`src/rtl/mem_port_arbiter_if.sv`:
```
`default_nettype none
// ============================================================================
// Module      : mem_port_arbiter_if
// Description : Bundle of requester handshakes, shared memory port and
//               status signals around the memory port arbiter.
//               slave  = arbiter side, master = requesters + memory side.
// Revision    : 1.0 - initial release
// ============================================================================
interface mem_port_arbiter_if #(
  parameter int DATA_W = 32,
  parameter int ADDR_W = 8
);
  // requester 0 (processor controller)
  logic              rq0_req;
  logic              rq0_we;
  logic [ADDR_W-1:0] rq0_addr;
  logic [DATA_W-1:0] rq0_wdata;
  logic              rq0_gnt;
  logic              rq0_done;
  logic [DATA_W-1:0] rq0_rdata;
  // requester 1 (program loader / debug)
  logic              rq1_req;
  logic              rq1_we;
  logic [ADDR_W-1:0] rq1_addr;
  logic [DATA_W-1:0] rq1_wdata;
  logic              rq1_gnt;
  logic              rq1_done;
  logic [DATA_W-1:0] rq1_rdata;
  // shared memory port
  logic              mem_en;
  logic              mem_we;
  logic [ADDR_W-1:0] mem_addr;
  logic [DATA_W-1:0] mem_wdata;
  logic [DATA_W-1:0] mem_rdata;
  // status
  logic              busy;
  logic [1:0]        state;

  modport slave (
    input  rq0_req, rq0_we, rq0_addr, rq0_wdata,
    input  rq1_req, rq1_we, rq1_addr, rq1_wdata,
    input  mem_rdata,
    output rq0_gnt, rq0_done, rq0_rdata,
    output rq1_gnt, rq1_done, rq1_rdata,
    output mem_en, mem_we, mem_addr, mem_wdata,
    output busy, state
  );

  modport master (
    output rq0_req, rq0_we, rq0_addr, rq0_wdata,
    output rq1_req, rq1_we, rq1_addr, rq1_wdata,
    output mem_rdata,
    input  rq0_gnt, rq0_done, rq0_rdata,
    input  rq1_gnt, rq1_done, rq1_rdata,
    input  mem_en, mem_we, mem_addr, mem_wdata,
    input  busy, state
  );
endinterface
`default_nettype wire

```
`src/rtl/mem_port_arbiter.sv`:
```
`default_nettype none
// ============================================================================
// Module      : mem_port_arbiter
// Description : Round-robin arbiter/sequencer for the single shared memory
//               port. Latches one request at a time, holds the memory for
//               MEM_LAT cycles, returns read data and pulses done.
//               MEM_LAT legal range is 1..15.
// Revision    : 1.0 - initial release
// ============================================================================
module mem_port_arbiter #(
  parameter int DATA_W  = 32,
  parameter int ADDR_W  = 8,
  parameter int MEM_LAT = 2
) (
  input  logic                clk,
  input  logic                reset,
  mem_port_arbiter_if.slave   bus
);

  typedef enum logic [1:0] {
    IDLE   = 2'b00,
    ACCESS = 2'b01,
    DONE   = 2'b10
  } state_t;

  // counter value loaded on grant; ACCESS ends when it reaches zero
  localparam logic [3:0] LAT_M1 = 4'(MEM_LAT - 1);

  state_t            state_q, state_d;
  logic              owner_q, owner_d;
  logic              last_gnt_q, last_gnt_d;
  logic [3:0]        cnt_q, cnt_d;
  logic              we_q, we_d;
  logic [ADDR_W-1:0] addr_q, addr_d;
  logic [DATA_W-1:0] wdata_q, wdata_d;
  logic [DATA_W-1:0] rdata0_q, rdata0_d;
  logic [DATA_W-1:0] rdata1_q, rdata1_d;

  logic              grant;
  logic              grant_id;
  logic              first_acc;

  // The counter is loaded with LAT_M1 on grant, so the first ACCESS cycle
  // is recognised without an extra flag register.
  assign first_acc = (state_q == ACCESS) && (cnt_q == LAT_M1);

  // Arbitration: fresh round-robin in IDLE; in DONE only the non-owner may
  // be granted, since the owner is still dropping its request.
  always_comb begin
    grant    = 1'b0;
    grant_id = 1'b0;
    case (state_q)
      IDLE: begin
        if (bus.rq0_req && bus.rq1_req) begin
          grant    = 1'b1;
          grant_id = ~last_gnt_q;
        end else if (bus.rq0_req) begin
          grant    = 1'b1;
          grant_id = 1'b0;
        end else if (bus.rq1_req) begin
          grant    = 1'b1;
          grant_id = 1'b1;
        end
      end
      DONE: begin
        if (owner_q ? bus.rq0_req : bus.rq1_req) begin
          grant    = 1'b1;
          grant_id = ~owner_q;
        end
      end
      default: begin
        grant    = 1'b0;
        grant_id = 1'b0;
      end
    endcase
  end

  // Next-state logic: sequencing, latching on grant and read-data capture
  always_comb begin
    state_d    = state_q;
    owner_d    = owner_q;
    last_gnt_d = last_gnt_q;
    cnt_d      = cnt_q;
    we_d       = we_q;
    addr_d     = addr_q;
    wdata_d    = wdata_q;
    rdata0_d   = rdata0_q;
    rdata1_d   = rdata1_q;

    case (state_q)
      ACCESS: begin
        if (cnt_q != 4'd0) begin
          cnt_d = cnt_q - 4'd1;
        end else begin
          if (!we_q) begin
            if (owner_q) rdata1_d = bus.mem_rdata;
            else         rdata0_d = bus.mem_rdata;
          end
          state_d = DONE;
        end
      end
      DONE: begin
        state_d = IDLE;
      end
      default: begin
        state_d = state_q;
      end
    endcase

    if (grant) begin
      we_d       = grant_id ? bus.rq1_we    : bus.rq0_we;
      addr_d     = grant_id ? bus.rq1_addr  : bus.rq0_addr;
      wdata_d    = grant_id ? bus.rq1_wdata : bus.rq0_wdata;
      owner_d    = grant_id;
      last_gnt_d = grant_id;
      cnt_d      = LAT_M1;
      state_d    = ACCESS;
    end
  end

  // State and datapath registers; reset aborts any transaction in flight
  always_ff @(posedge clk) begin
    if (reset) begin
      state_q    <= IDLE;
      owner_q    <= 1'b0;
      last_gnt_q <= 1'b1;
      cnt_q      <= 4'd0;
      we_q       <= 1'b0;
      addr_q     <= '0;
      wdata_q    <= '0;
      rdata0_q   <= '0;
      rdata1_q   <= '0;
    end else begin
      state_q    <= state_d;
      owner_q    <= owner_d;
      last_gnt_q <= last_gnt_d;
      cnt_q      <= cnt_d;
      we_q       <= we_d;
      addr_q     <= addr_d;
      wdata_q    <= wdata_d;
      rdata0_q   <= rdata0_d;
      rdata1_q   <= rdata1_d;
    end
  end

  // Output decode, purely from registers
  always_comb begin
    bus.mem_en    = (state_q == ACCESS);
    bus.mem_we    = first_acc && we_q;
    bus.mem_addr  = (state_q == ACCESS) ? addr_q  : '0;
    bus.mem_wdata = (state_q == ACCESS) ? wdata_q : '0;
    bus.rq0_gnt   = first_acc && !owner_q;
    bus.rq1_gnt   = first_acc &&  owner_q;
    bus.rq0_done  = (state_q == DONE) && !owner_q;
    bus.rq1_done  = (state_q == DONE) &&  owner_q;
    bus.rq0_rdata = rdata0_q;
    bus.rq1_rdata = rdata1_q;
    bus.busy      = (state_q != IDLE);
    bus.state     = state_q;
  end

endmodule
`default_nettype wire

```
`src/flat_wrapper.sv`:
```
// flat-port wrapper written by rule: the top's interface ports become plain ports
module mem_port_arbiter_flat 
#(
  parameter int DATA_W  = 32,
  parameter int ADDR_W  = 8,
  parameter int MEM_LAT = 2
)
  (clk, reset, bus_rq0_req, bus_rq0_we, bus_rq0_addr, bus_rq0_wdata, bus_rq1_req, bus_rq1_we, bus_rq1_addr, bus_rq1_wdata, bus_mem_rdata, bus_rq0_gnt, bus_rq0_done, bus_rq0_rdata, bus_rq1_gnt, bus_rq1_done, bus_rq1_rdata, bus_mem_en, bus_mem_we, bus_mem_addr, bus_mem_wdata, bus_busy, bus_state);
  mem_port_arbiter_if #(.DATA_W(DATA_W), .ADDR_W(ADDR_W)) bus_i ();
  input  logic clk;
  input  logic reset;
  input wire logic [$bits(bus_i.rq0_req)-1:0] bus_rq0_req;
  input wire logic [$bits(bus_i.rq0_we)-1:0] bus_rq0_we;
  input wire logic [$bits(bus_i.rq0_addr)-1:0] bus_rq0_addr;
  input wire logic [$bits(bus_i.rq0_wdata)-1:0] bus_rq0_wdata;
  input wire logic [$bits(bus_i.rq1_req)-1:0] bus_rq1_req;
  input wire logic [$bits(bus_i.rq1_we)-1:0] bus_rq1_we;
  input wire logic [$bits(bus_i.rq1_addr)-1:0] bus_rq1_addr;
  input wire logic [$bits(bus_i.rq1_wdata)-1:0] bus_rq1_wdata;
  input wire logic [$bits(bus_i.mem_rdata)-1:0] bus_mem_rdata;
  output wire logic [$bits(bus_i.rq0_gnt)-1:0] bus_rq0_gnt;
  output wire logic [$bits(bus_i.rq0_done)-1:0] bus_rq0_done;
  output wire logic [$bits(bus_i.rq0_rdata)-1:0] bus_rq0_rdata;
  output wire logic [$bits(bus_i.rq1_gnt)-1:0] bus_rq1_gnt;
  output wire logic [$bits(bus_i.rq1_done)-1:0] bus_rq1_done;
  output wire logic [$bits(bus_i.rq1_rdata)-1:0] bus_rq1_rdata;
  output wire logic [$bits(bus_i.mem_en)-1:0] bus_mem_en;
  output wire logic [$bits(bus_i.mem_we)-1:0] bus_mem_we;
  output wire logic [$bits(bus_i.mem_addr)-1:0] bus_mem_addr;
  output wire logic [$bits(bus_i.mem_wdata)-1:0] bus_mem_wdata;
  output wire logic [$bits(bus_i.busy)-1:0] bus_busy;
  output wire logic [$bits(bus_i.state)-1:0] bus_state;
  assign bus_i.rq0_req = bus_rq0_req;
  assign bus_i.rq0_we = bus_rq0_we;
  assign bus_i.rq0_addr = bus_rq0_addr;
  assign bus_i.rq0_wdata = bus_rq0_wdata;
  assign bus_i.rq1_req = bus_rq1_req;
  assign bus_i.rq1_we = bus_rq1_we;
  assign bus_i.rq1_addr = bus_rq1_addr;
  assign bus_i.rq1_wdata = bus_rq1_wdata;
  assign bus_i.mem_rdata = bus_mem_rdata;
  assign bus_rq0_gnt = bus_i.rq0_gnt;
  assign bus_rq0_done = bus_i.rq0_done;
  assign bus_rq0_rdata = bus_i.rq0_rdata;
  assign bus_rq1_gnt = bus_i.rq1_gnt;
  assign bus_rq1_done = bus_i.rq1_done;
  assign bus_rq1_rdata = bus_i.rq1_rdata;
  assign bus_mem_en = bus_i.mem_en;
  assign bus_mem_we = bus_i.mem_we;
  assign bus_mem_addr = bus_i.mem_addr;
  assign bus_mem_wdata = bus_i.mem_wdata;
  assign bus_busy = bus_i.busy;
  assign bus_state = bus_i.state;
  mem_port_arbiter #(.DATA_W(DATA_W), .ADDR_W(ADDR_W), .MEM_LAT(MEM_LAT)) u_core (.clk(clk), .reset(reset), .bus(bus_i));
endmodule
```
`config.mk`:
```
export PLATFORM = sky130hd
export DESIGN_NAME = mem_port_arbiter_flat
export DESIGN_NICKNAME = d
export VERILOG_FILES = /design/src/rtl/mem_port_arbiter_if.sv /design/src/rtl/mem_port_arbiter.sv /design/src/flat_wrapper.sv
export SDC_FILE = /design/constraint.sdc
export NUM_CORES = 1
export LEC_CHECK = 0
export CORE_ASPECT_RATIO = 0.6
export CORE_UTILIZATION = 41
export CTS_CLUSTER_SIZE = 20
export DETAILED_ROUTE_END_ITERATION = 8
export HOLD_SLACK_MARGIN = 0.06
export PLACE_DENSITY = 0.78
export REMOVE_ABC_BUFFERS = 1
export SYNTH_ARGS = -nofsm -noshare
export SYNTH_HDL_FRONTEND = slang
export SYNTH_SLANG_ARGS = --single-unit
```
`constraint.sdc`:
```
create_clock -name clk -period 2.6 [get_ports clk]
set_input_delay 0.39 -clock clk [delete_from_list [all_inputs] [get_ports clk]]
set_output_delay 0.39 -clock clk [all_outputs]
set_load 0.01 [all_outputs]
```
Word-level counts from Yosys, hierarchy flattened
Cells that the tools add are included.

Register bits: 113. Latch bits: 0. Memory bits (writable): 0. ROM bits: 0. Bits of input ports: 118. Output and inout port bits: 113. Word-level logic and storage cells: 64. Memories kept: 0.

Add/sub/neg operators: 1. Multiply operators: 0. Divide/modulo/power cells: 0. Order comparisons: 0. Equality and inequality tests: 5. Shifts and indexed selects: 0. Mux-type cells: 21. Bitwise operators: 4. Reduce and logical (&&, ||, !) cells: 22.

Operators with widths (count): two-way mux 32 bit (2); two-way mux 8 bit (2); two-way mux 1 bit (13); AND reduction 2 bit (4); AND reduction 4 bit (2); nonzero test 2 bit (4); logical AND 1 bit (7); == test 4 x 1 -> 1 bit, second input constant (1); inverter 1 bit (4); case mux 1 bit (2 select lines) (2); case mux 2 bit (2 select lines) (1); nonzero test 4 bit (1); subtractor 4 x 1 -> 4 bit, second input constant (1); inequality test 3 x 2 -> 1 bit, second input constant (1); nonzero test 3 bit (1); == test 2 x 1 -> 1 bit, second input constant (1); == test 2 bit, second input constant (1); logical NOT 2 bit (1); two-way mux 2 bit (1); inequality test 2 bit, second input constant (1); OR reduction 2 bit (1); logical NOT 1 bit (1).

Depth between registers and ports, before layout
Depth after elaboration: 6. Gate-level depth with buffers: 8. Depth with buffers taken out: 6.

Worst setup path before layout
Ideal clock, no wire load.

Kind: flip-flop to flip-flop. Start point: register u_core.state_q[0] (netlist: u_core.bus.state[0]). End point: register u_core.rdata1_q[10] (netlist: u_core.bus.rq1_rdata[10]). Arrival time: 1893 ps. Slack: 567 ps. Stages on the path, launching flop included: 9. Cells stage by stage: dfxtp_1 > buf_4 > or3b_1 > buf_2 > or4b_4 > buf_6 > buf_6 > nand2_2 > a21oi_2.

Longest elaborated chain between the ends: 2.

RTL lines: start: declaration (RTL line mem_port_arbiter.sv:29) `state_t state_q, state_d;`; start signal: assignment (RTL line mem_port_arbiter.sv:134) `state_q <= state_d;`; == test 2 x 1 -> 1 bit (RTL line mem_port_arbiter.sv:90) `case (state_q)`; AND reduction 4 bit (no source line); end signal: assignment (RTL line mem_port_arbiter.sv:142) `rdata1_q <= rdata1_d;`; end: declaration (RTL line mem_port_arbiter.sv:37) `logic [DATA_W-1:0] rdata1_q, rdata1_d;`.

No other way between the ends. A chain may end at the register's enable or synchronous reset.

Final worst setup path
Start point: register u_core.state_q[1] (netlist: u_core.bus.state[1]). End point: output port bus_rq1_gnt.

Longest elaborated chain between the ends: 3.

RTL lines: == test 2 x 1 -> 1 bit (RTL line mem_port_arbiter.sv:45) `assign first_acc = (state_q == ACCESS) && (cnt_q == LAT_M1);`; logical AND 1 bit (RTL line mem_port_arbiter.sv:45); logical AND 1 bit (RTL line mem_port_arbiter.sv:153) `bus.rq1_gnt = first_acc && owner_q;`; end: declaration (RTL line flat_wrapper.sv:24) `output wire logic [$bits(bus_i.rq1_gnt)-1:0] bus_rq1_gnt;`.

No other way between the ends.

==> results.toml <==
[die]
io_pins = 231
coreArea_um2 = 11400
dieArea_um2 = 12300
die_w_um = 143
die_height_um = 86.5
rows = 30
initial_core_util_pct = 42.6

[clock_network]
insertion_delay_ns = 0.40
post_cts_buffers = 0
cts_buffers = 17
path_clk_slew_ns = 0.06
cts_root_buf = "clkbuf_16"
cts_tree = "built"
clock_path_buffers = 2
cts.sink_count = 113
htree_num_levels = 4
cts_hold_buffers = 0

[placement]
gp_congestion = 0.842
dp_slack_ns = 0.192
io_buffers = 230
placed_area_um2 = 7260
dp_hpwl_mm = 10.9
dp.cells = 962

[routing]
vias_per_cell = 5.16
via_count = 5126
wl_mm = 15.8
drt_pass1_iterations = 4
wl_per_cell_um = 15.9
drt_iter0_drc = 275
drc = 0
ant_nets = 0

[sta]
relSlewSlack_pct = 41.9
tightest_slew_ns = 0.872
worst_slack_ns = 0.0371
drv_slew = 0
finalHoldViolCount = 0
setup_viol = 0
finalCriticalPeriod_ns = 2.56
min_period_over_period_pct = 98.6
fmax_mhz = 390
fin_skew_ns = 0.00834

[setup_path]
reg2reg_to = "u_core.bus.rq1_rdata[31]"
crit_fanout = 10
worstSetupStartpointType = "flip-flop"
cp_slowest_cell = "clkdlybuf4s50_1"
ff2ff_setup_slack_ns = 0.43
worst_path_largest_cell_delay_ns = 0.53
cp.depth = 4
crit_family = "simple AND/OR/NAND/NOR gates"
timing.rr.start = "u_core.bus.state[1]"
worst_setup_path_end_kind = "primary output"
cp-endpoint = "bus_rq1_gnt"
cp_cell_sequence = "or3b_4, nor3b_4, and2_1, clkdlybuf4s50_1"
crit_buf_inv = 1
cp.required_ns = 2.21
reg2regPathDepth = 5
critPathKind = "flip-flop to primary output"
crit_start = "u_core.bus.state[1]"
cp_data_arrival_time_ns = 2.17

[global_routing]
grt_pass1_vias = 4972
grt_pass1_wl_mm = 24.4
grtUsageMet1_pct = 32.6
grt_start_max_net_pins = 77
overflow = 0
met2_usage_pct = 40.6
antenna_found_initial = 0
busiest_layer = "met2"
met3_usage_pct = 5.36
gr-usage-all-layers_pct = 25.2

[synthesis]
yosysSeqAreaShare_pct = 46.4
ys.flop_type = "dfxtp_1"
synth-edff-count = 0
syn_inst = 615
yosysWarnings = 0
netlist_top_cells_area = "dfxtp_1, nand2_1, a221oi_1, a211oi_1, a21oi_1"
synth_top_area_share_pct = 46.4
yosysUniqueCellTypes = 41
ys_seq_elements = 113
async_flop_share_pct = 0
avgSynthCellArea_um2 = 7.92
yosysTopAreaCell = "dfxtp_1"
syn_area_um2 = 4870

[cells_and_area]
drive_gt1_share_pct = 9.24
fin_util_pct = 68.1
diodes = 0
mostFrequentLayoutCells = "clkdlybuf4s50_1, nand2_1, dfxtp_1"
stdcell_count = 993
areaGrowthSynthToFinish_pct = 60.1
nets = 941
fillCellCount = 908
final_common_cell = "clkdlybuf4s50_1"
fin_area_um2 = 7800

[power_and_ir_drop]
pwr-share-clk_pct = 40.4
power.internal_mw = 3.59
netSwitchingPower_mw = 1.41
switching_share_pct = 28.2
p_leak_nw = 2.84
pwr-share-seq_pct = 38.7
p_comb_share_pct = 20.9
p_total_mw = 5.00
powerDensity_nw_per_um2 = 640
irDropWorstVdd_mv = 0.599

[job]
cap_violations = 0

[worst_hold_path]
hold_path.class = "flip-flop to flip-flop"

[run_status]
status = "completed"
flip-flops by register name, indices dropped and copies added (netlist names):
signal and cells:
u_core.bus.rq1_rdata 32, u_core.cnt_q 4, u_core.bus.state 2, u_core.owner_q 1, u_core.addr_q 8, u_core.we_q 1
u_core.last_gnt_q 1, u_core.bus.rq0_rdata 32, u_core.wdata_q 32
logic make-up (layout without fill, tap and decap cells):
group | after synthesis | after routing | synth area share (%)
mux | 2 | 2 | 0.436
simple gates | 241 | 241 | 20.8
xor+xnor | 1 | 1 | 0.180
buf+inv | 99 | 317 | 9.01
fa+ha+maj | 2 | 2 | 0.513
compound gates | 157 | 157 | 22.6
flops | 113 | 113 | 46.4
area by class of cell:
cell class / instances / area [um^2] / share of cell area, %
Clock buffer: 17 / 425 / 5.45
Clock inverter: 14 / 95.1 / 1.22
Inverter: 45 / 169 / 2.17
Multi-Input combinational cell: 403 / 2230 / 28.6
Sequential cell: 113 / 2260 / 29.0
Tap cell: 160 / 200 / 2.57
Timing Repair Buffer: 241 / 2410 / 30.9
worst min path at each step:
stage | from | to | slack (ns) | depth (start not counted)
floorplan | u_core.addr_q[0] | u_core.addr_q[0] | 0.44 | 2
global placement | u_core.bus.rq0_rdata[5] | u_core.bus.rq0_rdata[5] | 0.44 | 2
detailed placement | u_core.bus.rq0_rdata[2] | u_core.bus.rq0_rdata[2] | 0.45 | 2
CTS | u_core.bus.rq0_rdata[2] | u_core.bus.rq0_rdata[2] | 0.46 | 2
global route | u_core.bus.rq0_rdata[24] | u_core.bus.rq0_rdata[24] | 0.47 | 2
finish | u_core.bus.rq0_rdata[2] | u_core.bus.rq0_rdata[2] | 0.46 | 2
power groups by stage:
stage	Sequential [mW]	Combinational, mW	Clock [mW]
after floorplan	1.97	0.451	0
after global placement	1.96	1.01	0
after detailed placement	1.97	1.03	0
after CTS	1.93	1.04	2.06
after global routing	1.94	1.14	2.15
final	1.93	1.05	2.02
per-layer routing:
metal | vias up | wire, um | part of all wire, %
li1 | 2488 | - | -
met1 | 2391 | 6980 | 44
met2 | 216 | 7340 | 46
met3 | 31 | 1040 | 6.6
met4 | 0 | 433 | 2.7
met5 | - | 0 | 0
repair_timing:
item | 4_1_cts | 5_1_grt
pin swaps | 1 | 1
endpoints found under the setup margin | 3 | 32
resized for setup | 3 | 5
Yosys cell counts (all sizes together), types with 2 or more instances:
| library cell | count |
|---|---|
| a211oi | 40 |
| a21oi | 67 |
| a221oi | 40 |
| and2 | 3 |
| buf | 18 |
| clkbuf | 36 |
| dfxtp | 113 |
| ha | 2 |
| inv | 45 |
| nand2 | 171 |
| nand2b | 4 |
| nand3 | 2 |
| nor2 | 45 |
| nor2b | 2 |
| nor3 | 3 |
| nor3b | 2 |
| o211a | 2 |
| o21ai | 2 |
| or2 | 2 |
worst reg2reg max path, stage by stage, from the launching register on:
cell     delay (ns)
dfxtp_2        0.37
or3b_4         0.44
buf_4          0.18
or4b_4         0.77
nand2_1        0.18
a21oi_1        0.08
stage by stage:
stage / hold WS [ns] / TNS (ns)
after global routing: 0.471 / -0.0285
after floorplan: 0.444 / -32.20
after CTS: 0.456 / 0
after detailed placement: 0.448 / 0
after global placement: 0.442 / 0
final: 0.455 / 0
No activity file was read; power rests on OpenSTA's default activity.
